File: config.mk
export PLATFORM = sky130hd
export DESIGN_NAME = obi_varlat_arbiter_n_to_one
export DESIGN_NICKNAME = d
export VERILOG_FILES = /design/src/rtl/obi_arb_pkg.sv /design/src/rtl/obi_pkg.sv /design/src/rtl/obi_arb_id_fifo.sv /design/src/rtl/obi_varlat_arbiter_n_to_one.sv
export SDC_FILE = /design/constraint.sdc
export NUM_CORES = 1
export LEC_CHECK = 0
export ABC_AREA = 1
export CAP_MARGIN = 20
export CORE_AREA = 2 2 162 164
export DETAILED_ROUTE_END_ITERATION = 10
export DIE_AREA = 0 0 164 166
export GPL_ROUTABILITY_DRIVEN = 0
export PLACE_DENSITY = 0.57
export SLEW_MARGIN = 20
export SYNTH_ARGS = -nofsm -noshare
export SYNTH_HDL_FRONTEND = slang
export SYNTH_SLANG_ARGS = --single-unit
File: constraint.sdc
create_clock -name clk_i -period 3.2 [get_ports clk_i]
set_clock_uncertainty 0.1 [all_clocks]
set_input_delay 0.64 -clock clk_i [delete_from_list [all_inputs] [get_ports clk_i]]
set_output_delay 0.64 -clock clk_i [all_outputs]
set_load 0.01 [all_outputs]
File: src/rtl/obi_arb_pkg.sv
//------------------------------------------------------------------------------
// Module : obi_arb_pkg
// Brief  : Arbitration mode, FSM state encoding and index-width helper.
// Rev    : 1.0
//------------------------------------------------------------------------------
`default_nettype none

package obi_arb_pkg;

  typedef enum logic [0:0] {
    ARB_RR    = 1'b0,
    ARB_FIXED = 1'b1
  } arb_mode_e;

  typedef enum logic [0:0] {
    ST_ARB  = 1'b0,
    ST_HOLD = 1'b1
  } arb_state_e;

  function automatic int idx_width(input int n);
    return (n <= 1) ? 1 : $clog2(n);
  endfunction

endpackage

`default_nettype wire

File: src/rtl/obi_pkg.sv
//------------------------------------------------------------------------------
// Module : obi_pkg
// Brief  : OBI request/response bundles shared by masters and the slave port.
// Rev    : 1.0
//------------------------------------------------------------------------------
`default_nettype none

package obi_pkg;

  typedef struct packed {
    logic        req;
    logic        we;
    logic [3:0]  be;
    logic [31:0] addr;
    logic [31:0] wdata;
  } obi_req_t;

  typedef struct packed {
    logic        gnt;
    logic        rvalid;
    logic [31:0] rdata;
  } obi_resp_t;

endpackage

`default_nettype wire

File: src/rtl/obi_arb_id_fifo.sv
//------------------------------------------------------------------------------
// Module : obi_arb_id_fifo
// Brief  : Response-routing ID FIFO; push and pop may coincide while full.
// Rev    : 1.0
//------------------------------------------------------------------------------
`default_nettype none

module obi_arb_id_fifo
  import obi_arb_pkg::*;
#(
  parameter int DEPTH = 4,
  parameter int WIDTH = 2
) (
  input  logic                       clk_i,
  input  logic                       rst_i,
  input  logic                       push_i,
  input  logic [WIDTH-1:0]           wdata_i,
  input  logic                       pop_i,
  output logic [WIDTH-1:0]           rdata_o,
  output logic                       full_o,
  output logic                       empty_o,
  output logic [$clog2(DEPTH+1)-1:0] count_o
);

  localparam int c_PTR_W = idx_width(DEPTH);
  localparam int c_CNT_W = $clog2(DEPTH + 1);

  logic [WIDTH-1:0]   r_mem [DEPTH];
  logic [c_PTR_W-1:0] r_wr_ptr;
  logic [c_PTR_W-1:0] r_rd_ptr;
  logic [c_CNT_W-1:0] r_count;
  logic               w_do_push;
  logic               w_do_pop;

  assign empty_o   = (r_count == '0);
  assign full_o    = (r_count == c_CNT_W'(DEPTH));
  assign w_do_pop  = pop_i && !empty_o;
  // A pop frees the slot this cycle, so a full FIFO can still take a push.
  assign w_do_push = push_i && (!full_o || w_do_pop);
  assign rdata_o   = r_mem[r_rd_ptr];
  assign count_o   = r_count;

  always_ff @(posedge clk_i) begin
    if (w_do_push) begin
      r_mem[r_wr_ptr] <= wdata_i;
    end
  end

  always_ff @(posedge clk_i or posedge rst_i) begin
    if (rst_i) begin
      r_wr_ptr <= '0;
      r_rd_ptr <= '0;
      r_count  <= '0;
    end else begin
      if (w_do_push) begin
        r_wr_ptr <= (r_wr_ptr == c_PTR_W'(DEPTH - 1)) ? '0 : r_wr_ptr + 1'b1;
      end
      if (w_do_pop) begin
        r_rd_ptr <= (r_rd_ptr == c_PTR_W'(DEPTH - 1)) ? '0 : r_rd_ptr + 1'b1;
      end
      case ({w_do_push, w_do_pop})
        2'b10:   r_count <= r_count + 1'b1;
        2'b01:   r_count <= r_count - 1'b1;
        default: r_count <= r_count;
      endcase
    end
  end

endmodule

`default_nettype wire

File: src/rtl/obi_varlat_arbiter_n_to_one.sv
//------------------------------------------------------------------------------
// Module : obi_varlat_arbiter_n_to_one
// Brief  : N-to-1 OBI arbiter with request hold and ID-FIFO response routing.
// Rev    : 1.0
//------------------------------------------------------------------------------
`default_nettype none

module obi_varlat_arbiter_n_to_one
  import obi_pkg::*;
  import obi_arb_pkg::*;
#(
  parameter int NMASTER         = 3,
  parameter int MAX_OUTSTANDING = 4,
  parameter int ARB_MODE        = 0
) (
  input  logic                                 clk_i,
  input  logic                                 rst_i,
  input  obi_req_t  [NMASTER-1:0]              master_req_i,
  output obi_resp_t [NMASTER-1:0]              master_resp_o,
  output obi_req_t                             slave_req_o,
  input  obi_resp_t                            slave_resp_i,
  output logic [$clog2(MAX_OUTSTANDING+1)-1:0] outstanding_o,
  output logic                                 proto_err_o
);

  localparam int        c_IDX_W = idx_width(NMASTER);
  localparam arb_mode_e c_MODE  = (ARB_MODE == 1) ? ARB_FIXED : ARB_RR;

  arb_state_e         r_state;
  arb_state_e         w_state_nxt;
  logic [c_IDX_W-1:0] r_hold_idx;
  logic [c_IDX_W-1:0] r_rr_ptr;
  logic               r_proto_err;

  logic [c_IDX_W-1:0] w_win_idx;
  logic               w_found;
  logic [c_IDX_W-1:0] w_sel_idx;
  logic               w_sel_valid;
  logic               w_hs;
  logic               w_pop;
  logic               w_full;
  logic               w_empty;
  logic               w_blocked;
  logic [c_IDX_W-1:0] w_head_idx;

  assign w_pop     = slave_resp_i.rvalid && !w_empty;
  assign w_blocked = w_full && !w_pop;

  // Round-robin rotates the search start; fixed priority always starts at 0.
  always_comb begin
    w_found   = 1'b0;
    w_win_idx = '0;
    for (int i = 0; i < NMASTER; i++) begin
      int j;
      j = (c_MODE == ARB_FIXED) ? i : (int'(r_rr_ptr) + i) % NMASTER;
      if (!w_found && !w_blocked && master_req_i[j].req) begin
        w_found   = 1'b1;
        w_win_idx = c_IDX_W'(j);
      end
    end
  end

  assign w_sel_idx   = (r_state == ST_HOLD) ? r_hold_idx : w_win_idx;
  assign w_sel_valid = (r_state == ST_HOLD) || w_found;
  assign w_hs        = !rst_i && w_sel_valid && slave_req_o.req && slave_resp_i.gnt;

  always_ff @(posedge clk_i or posedge rst_i) begin
    if (rst_i) begin
      r_state     <= ST_ARB;
      r_hold_idx  <= '0;
      r_rr_ptr    <= '0;
      r_proto_err <= 1'b0;
    end else begin
      r_state <= w_state_nxt;
      if (r_state == ST_ARB && w_found && !slave_resp_i.gnt) begin
        r_hold_idx <= w_win_idx;
      end
      if (w_hs) begin
        r_rr_ptr <= (w_sel_idx == c_IDX_W'(NMASTER - 1)) ? '0 : w_sel_idx + 1'b1;
      end
      if (slave_resp_i.rvalid && w_empty) begin
        r_proto_err <= 1'b1;
      end
    end
  end

  always_comb begin
    w_state_nxt = r_state;
    case (r_state)
      ST_ARB:  if (w_found && !slave_resp_i.gnt) w_state_nxt = ST_HOLD;
      ST_HOLD: if (slave_resp_i.gnt) w_state_nxt = ST_ARB;
      default: w_state_nxt = ST_ARB;
    endcase
  end

  always_comb begin
    slave_req_o   = '0;
    master_resp_o = '0;
    if (!rst_i && w_sel_valid) begin
      slave_req_o                  = master_req_i[w_sel_idx];
      master_resp_o[w_sel_idx].gnt = slave_resp_i.gnt;
    end
    if (!rst_i && w_pop) begin
      master_resp_o[w_head_idx].rvalid = 1'b1;
      master_resp_o[w_head_idx].rdata  = slave_resp_i.rdata;
    end
  end

  obi_arb_id_fifo #(
    .DEPTH (MAX_OUTSTANDING),
    .WIDTH (c_IDX_W)
  ) u_id_fifo (
    .clk_i   (clk_i),
    .rst_i   (rst_i),
    .push_i  (w_hs),
    .wdata_i (w_sel_idx),
    .pop_i   (w_pop),
    .rdata_o (w_head_idx),
    .full_o  (w_full),
    .empty_o (w_empty),
    .count_o (outstanding_o)
  );

  assign proto_err_o = r_proto_err;

endmodule

`default_nettype wire

# == Yosys cells after proc, flatten, opt, wreduce, memory -nomap -nowiden ==
# Memory sizes are Yosys's and may differ from the RTL's.
# Cells that the tools add are included.
# op_classes
shift,0
bitwise,2
order_cmp,7
eq_ne,6
addsub,7
div_mod_pow,3
multipliers,0
mux,38
reduce_logical,31
# ops
operator,count
$bmux 70 s2,4
$mux 70,8
$bwmux 102,2
$demux 34 s2,3
$mux 102,2
$and 102x102->102,1
$lt 32x4->1 const B,3
$mod 32x3->32 const B,2
$mux 34,1
$mux 33,1
$mod 3x3->32 const B,1
$mux 32,1
$logic_and 1x1->1,19
$mux 2,7
$eq 2x2->1 const B,4
$logic_not 1->1,8
$mux 1,7
$add 2x1->2 const B,3
$lt 2x3->1 const B,2
$pmux 3 s2,1
$ge 2x1->1 const B,2
$add 2x1->3 const B,1
$add 2x2->3 const B,1
$add 3x1->3 const B,1
other kinds (8),9
# word_totals
mem_bits_ro,0
wordCells,102
ram_bits,8
memories,1
register_bits,13
input_bits,246
latch_bits,0
# memory_table
name,depth,width,read_ports,rd_ports_with_merged_regs,wr,line,rtl
u_id_fifo.r_mem,4,2,1,0,1,obi_arb_id_fifo.sv:28,logic [WIDTH-1:0] r_mem [DEPTH];

# == Longest topological paths before layout ==
# depth
word_depth,26
depth_mapped,22

# == By module ==
# From an unflattened synthesis, not the netlist that was laid out.
# hier_totals
cells_unflattened,642
area_unflattened_um2,3404.5
# by_module_without_submodules
module,n_inst,seq_area_each_um2,cells_each,area_each_um2
obi_varlat_arbiter_n_to_one,1,150.1,560,2605.0
obi_arb_id_fifo,1,415.4,82,799.5

# == Worst setup path before layout ==
# No wires, ideal clock.
# synth_path
kind,register to register
from,register r_rr_ptr[0]
to,"register u_id_fifo.r_count[2], in the netlist u_id_fifo.count_o[2]"
t_arrival_ps,2774
path_buffers,0
period_less_slack_ps,3004
setup_slack_ps,196
required_ps,2969
stages_incl_launch_ff,22
path_cell_list,dfrtp_1 -> inv_1 -> ha_1 -> inv_2 -> nand2_1 -> nand2_1 -> nand2_1 -> nor2_1 -> nand3_1 -> nand2_1 -> inv_2 -> nand3_2 -> nand2_4 -> inv_2 -> a21oi_1 -> nand4_1 -> ha_1 -> inv_1 -> fa_1 -> a21oi_1 -> o21ai_0 -> xor2_1
# synth_via
elab_chain_cells,23
elab_cells_between_ends,40
cone_classes,2 x add/sub; 3 x div; 2 x eq/ne; 20 x mux; 13 x reduce/logical
# synth_rtl
element,line,rtl
from (decl),obi_varlat_arbiter_n_to_one.sv:32,logic [c_IDX_W-1:0] r_rr_ptr;
from (signal assigned),obi_varlat_arbiter_n_to_one.sv:79,r_rr_ptr <= (w_sel_idx == c_IDX_W'(NMASTER - 1)) ? '0 : w_sel_idx + 1'b1;
branches (longest 13 deep; another with $mod 32x3->32),--,
$mux 2 *,obi_varlat_arbiter_n_to_one.sv:56,if (!w_found && !w_blocked && master_req_i[j].req) begin
$mux 2 *,obi_varlat_arbiter_n_to_one.sv:63,assign w_sel_idx = (r_state == ST_HOLD) ? r_hold_idx : w_win_idx;
net u_id_fifo.wdata_i[1],obi_arb_id_fifo.sv:17,"input logic [WIDTH-1:0] wdata_i,"
$bmux 70 s2 *,obi_varlat_arbiter_n_to_one.sv:100,slave_req_o = master_req_i[w_sel_idx];
$mux 70 (implied by the code) *,obi_varlat_arbiter_n_to_one.sv:100,
$mux 70 *,obi_varlat_arbiter_n_to_one.sv:99,if (!rst_i && w_sel_valid) begin
$logic_and 1x1->1 * (2 in a row),obi_varlat_arbiter_n_to_one.sv:65,assign w_hs = !rst_i && w_sel_valid && slave_req_o.req && slave_resp_i.gnt;
$logic_and 1x1->1 *,obi_arb_id_fifo.sv:39,assign w_do_push = push_i && (!full_o || w_do_pop);
$eq 2x1->1 / $eq 2x2->1 (equally long branches),obi_arb_id_fifo.sv:61,"case ({w_do_push, w_do_pop})"
$pmux 3 s2 / $reduce_bool 2->1 (equally long branches),--,
to (signal assigned),obi_arb_id_fifo.sv:62,2'b10: r_count <= r_count + 1'b1;
to (signal assigned),obi_arb_id_fifo.sv:63,2'b01: r_count <= r_count - 1'b1;
to (signal assigned),obi_arb_id_fifo.sv:64,default: r_count <= r_count;
to (decl),obi_arb_id_fifo.sv:31,logic [c_CNT_W-1:0] r_count;
# Mark *: on every way through the listed nets, which the timed path passes. The select of a mux whose other input is x is not followed.
# A chain may end at the register's enable or synchronous reset.

==> flow_summary.ini <==
[floorplanning]
io_pins = 422
dieHeight_um = 166
initial_core_util_pct = 13.0
design.core.area_mm2 = 0.0256
die-area_mm2 = 0.0272
row_count = 59
die_x_um = 164

[power_and_ir_drop]
ir_drop_uv = 433
leakage_uw = 0.00480
combPwrFrac_pct = 91.9
seqPwrFrac_pct = 5.0
p_int_uw = 4860
p_sw_share_pct = 45.7
p_clk_share_pct = 3.0
power_density_mw_per_mm2 = 928
total_switching_power_uw = 4090

[detailed_routing]
ant_nets = 0
vias = 6192
drc_errors = 0
drt-initial-drc-count = 246
routedWlPerCell_um = 17.0
routed_wl_um = 25100
vias_per_cell = 4.20
dr.pass1.iters = 5

[worst_setup_path]
crit_path_max_incr_delay_ps = 430
slowest_stage = dfrtp_1
worstSetupEndpointType = output pin
cp_cell_sequence = ha_4, inv_4, buf_6, nand3_2, nand2_2, nor2_4, nand4_1, nand3_2, nand2_4, nor2_4, buf_12, buf_8, buf_16, nand2_1, a31oi_1, buf_2
r2r_start = r_rr_ptr[1]$_DFFE_PP0P_
path_delay_family = buffers and inverters
timing.reg2reg.worst_path_depth = 20
timing.rr.end = u_id_fifo.count_o[2]$_DFFE_PP0P_
arrival_ps = 2740
required_ps = 2460
cp-startpoint = r_rr_ptr[1]$_DFFE_PP0P_
path_class = reg -> out
cp-start-kind = flip-flop
cp_max_fo = 5
r2r_slack_ps = -10
path_buf_inv = 6

[clock_network]
insertion_delay_ps = 260
cts_root_buf = clkbuf_16
cts_tree = yes
clkTransAtPathRegs_ps = 60
cts_buffers = 3
cts.sinks = 21
postCtsHoldBufs = 0
cts_buffer_depth = 2
cts_max_level = 1

[sta]
min_period_ps = 3480
holdWs_ps = 370
fmax_mhz = 287
slew_violations = 0
final_hold_viol_count = 0
fin_ws_ps = -280
fin_crit_sh_pct = 109
relSlewSlack_pct = 76.6
rsz0062_at_grt = true
tightest_slew_ps = 347
setup_violations = 70

[logic_synthesis]
post_synth_num_cell_types = 33
yosys_register_bits = 21
synth-compound-area-share_pct = 15.9
syn_nets = 890
synth_top_family_by_area = simple AND/OR/NAND/NOR gates
yosysWarnings = 0
mappedNetlistArea_mm2 = 0.00333
synthAdderAreaFrac_pct = 3.98
netlist_instances = 634
synth-simple-area-share_pct = 49.1
synth_area_per_cell_um2 = 5.26
synth_xor_area_share_pct = 0.526
synthMuxAreaShare_pct = 0.338
yosysSeqAreaShare_pct = 17.0

[status]
violations = setup timing
status = finished with violations

[grt]
grt_pass1_wl_um = 34500
grt_remaining_overflow = 0
antenna_found_initial = 3
grt_max_degree = 41
grt_use_total_pct = 16.6
grt_pass1_vias = 5928

[placement]
placed_area_mm2 = 0.00839
place.detailed.hpwl_um = 18700
portBuffers = 421
place_inst = 1415

[final_layout]
final_common_cell = clkdlybuf4s50_1
final_cells = 1476
stdcell_area_mm2 = 0.00964
area_growth_pct = 189
mostFrequentLayoutCells = clkdlybuf4s50_1 (312), nand2_1 (210), nor2_1 (109), buf_4 (60), buf_2 (58)
finalNetCount = 1397
drive_gt1_share_pct = 26.3
fillers = 2702

[worst_hold_path]
holdPathEnd = r_hold_idx[1]$_DFFE_PP0P_
hp-start = r_hold_idx[1]$_DFFE_PP0P_
holdPathStages = 1
hp-class = reg -> reg

[job]
max_cap_viol_count = 0
[worst max-delay path by stage]
stage,to,cells past startpoint
3_5_place_dp,slave_req_o[31],14
2_1_floorplan,u_id_fifo.count_o[2]$_DFFE_PP0P_,21
6_report,slave_req_o[53],16
5_1_grt,slave_req_o[7],17
4_1_cts,slave_req_o[26],20
3_3_place_gp,slave_req_o[31],14
[what timing repair did]
item	in CTS	in global routing
gates resized for setup	442	91
pin swaps	48	42
cloned	12	8
endpoints found under the setup margin	174	157
buffers inserted	26	17
[power by group through the flow]
stage          Sequential, µW  Combinational (µW)  Clock [µW]
2_1_floorplan             459                2580           0
3_3_place_gp              447                5570           0
3_5_place_dp              453                5610           0
4_1_cts                   449                7450         283
5_1_grt                   464                8750         296
6_report                  451                8230         271
[cell usage after synthesis]
| cell | n | share of area, % |
|---|---|---|
| a31o_2 | 1 | 0.26 |
| inv_2 | 8 | 0.90 |
| nand3_1 | 17 | 2.6 |
| a32oi_1 | 2 | 0.53 |
| nor2_2 | 1 | 0.19 |
| nor3_1 | 4 | 0.60 |
| edfxtp_1 | 8 | 7.2 |
| or3_1 | 1 | 0.19 |
| buf_1 | 1 | 0.11 |
| nand2_1 | 260 | 29 |
| a21o_1 | 1 | 0.23 |
| xnor2_1 | 1 | 0.26 |
| nand2_2 | 2 | 0.38 |
| mux2_2 | 1 | 0.34 |
| o21ai_0 | 5 | 0.75 |
| nor2_4 | 3 | 1.0 |
| clkbuf_1 | 15 | 1.7 |
| a21oi_1 | 6 | 0.90 |
| a31oi_1 | 69 | 13 |
| fa_1 | 1 | 0.60 |
| buf_2 | 18 | 2.7 |
| nand2_4 | 2 | 0.68 |
| buf_4 | 2 | 0.45 |
| buf_6 | 2 | 0.68 |
| inv_1 | 59 | 6.6 |
| a21oi_2 | 1 | 0.26 |
| nand4_1 | 5 | 0.94 |
| or2_2 | 2 | 0.38 |
| xor2_1 | 1 | 0.26 |
| nand3_2 | 1 | 0.30 |
| dfrtp_1 | 13 | 9.8 |
| nor2_1 | 112 | 13 |
| ha_1 | 9 | 3.4 |
[registers in the layout, indices dropped and copies added, names as in the netlist]
signal	cells
u_id_fifo.r_rd_ptr	2
u_id_fifo.count_o	3
r_state	1
r_hold_idx	2
u_id_fifo.r_mem	8
u_id_fifo.r_wr_ptr	2
r_rr_ptr	2
proto_err_o	1
[routing by layer]
metal / wire length [µm] / track usage (%)
met1: 8790 / 17.5
met2: 13300 / 32.4
met3: 2230 / 3.70
met4: 721 / 4.23
met5: 13 / 0
[final cells by class]
class,count,area (µm²),area share (%)
Clock buffer,3,75.1,0.778
Antenna cell,1,2.50,0.0259
Inverter,67,256,2.66
Clock inverter,1,5.00,0.0519
Multi-Input combinational cell,508,2740,28.4
Timing Repair Buffer,540,5580,57.8
Sequential cell,21,566,5.86
Tap cell,335,419,4.35
[logic make-up (layout without fill, tap and decap cells)]
group,count (synthesis),after routing
multiplexers,1,1
other,0,1
flip-flops,21,21
AO/OA/AOI/OAI,85,85
XOR/XNOR,2,2
buffers and inverters,105,611
AND/OR/NAND/NOR,410,410
adder cells (fa/ha/maj),10,10
[through the flow]
step	util, %	power (µW)	setup WS, ps	TNS [ps]
after floorplan	-	3040	196	0
after global placement	32.8	6020	-897	-70930
after detailed placement	32.8	6070	-919	-73320
after CTS	35.8	8180	-268	-13960
after global routing	37.6	9510	-391	-23720
final	37.6	8950	-280	-13950
[worst reg2reg max path: stages, from the launching register on]
cell and delay [ps]:
dfrtp_1 430, ha_4 330, inv_4 50, buf_6 110
nand3_2 60, nand2_2 70, nor2_4 100, nand4_1 160
nand2_2 130, nand2_4 60, buf_4 130, buf_4 130
nand3_1 110, a21oi_2 70, nand4_1 140, ha_1 180
inv_2 50, fa_2 340, a21oi_2 110, o21ai_1 80
xor2_1 140
Power figures use the tool's default switching activity.
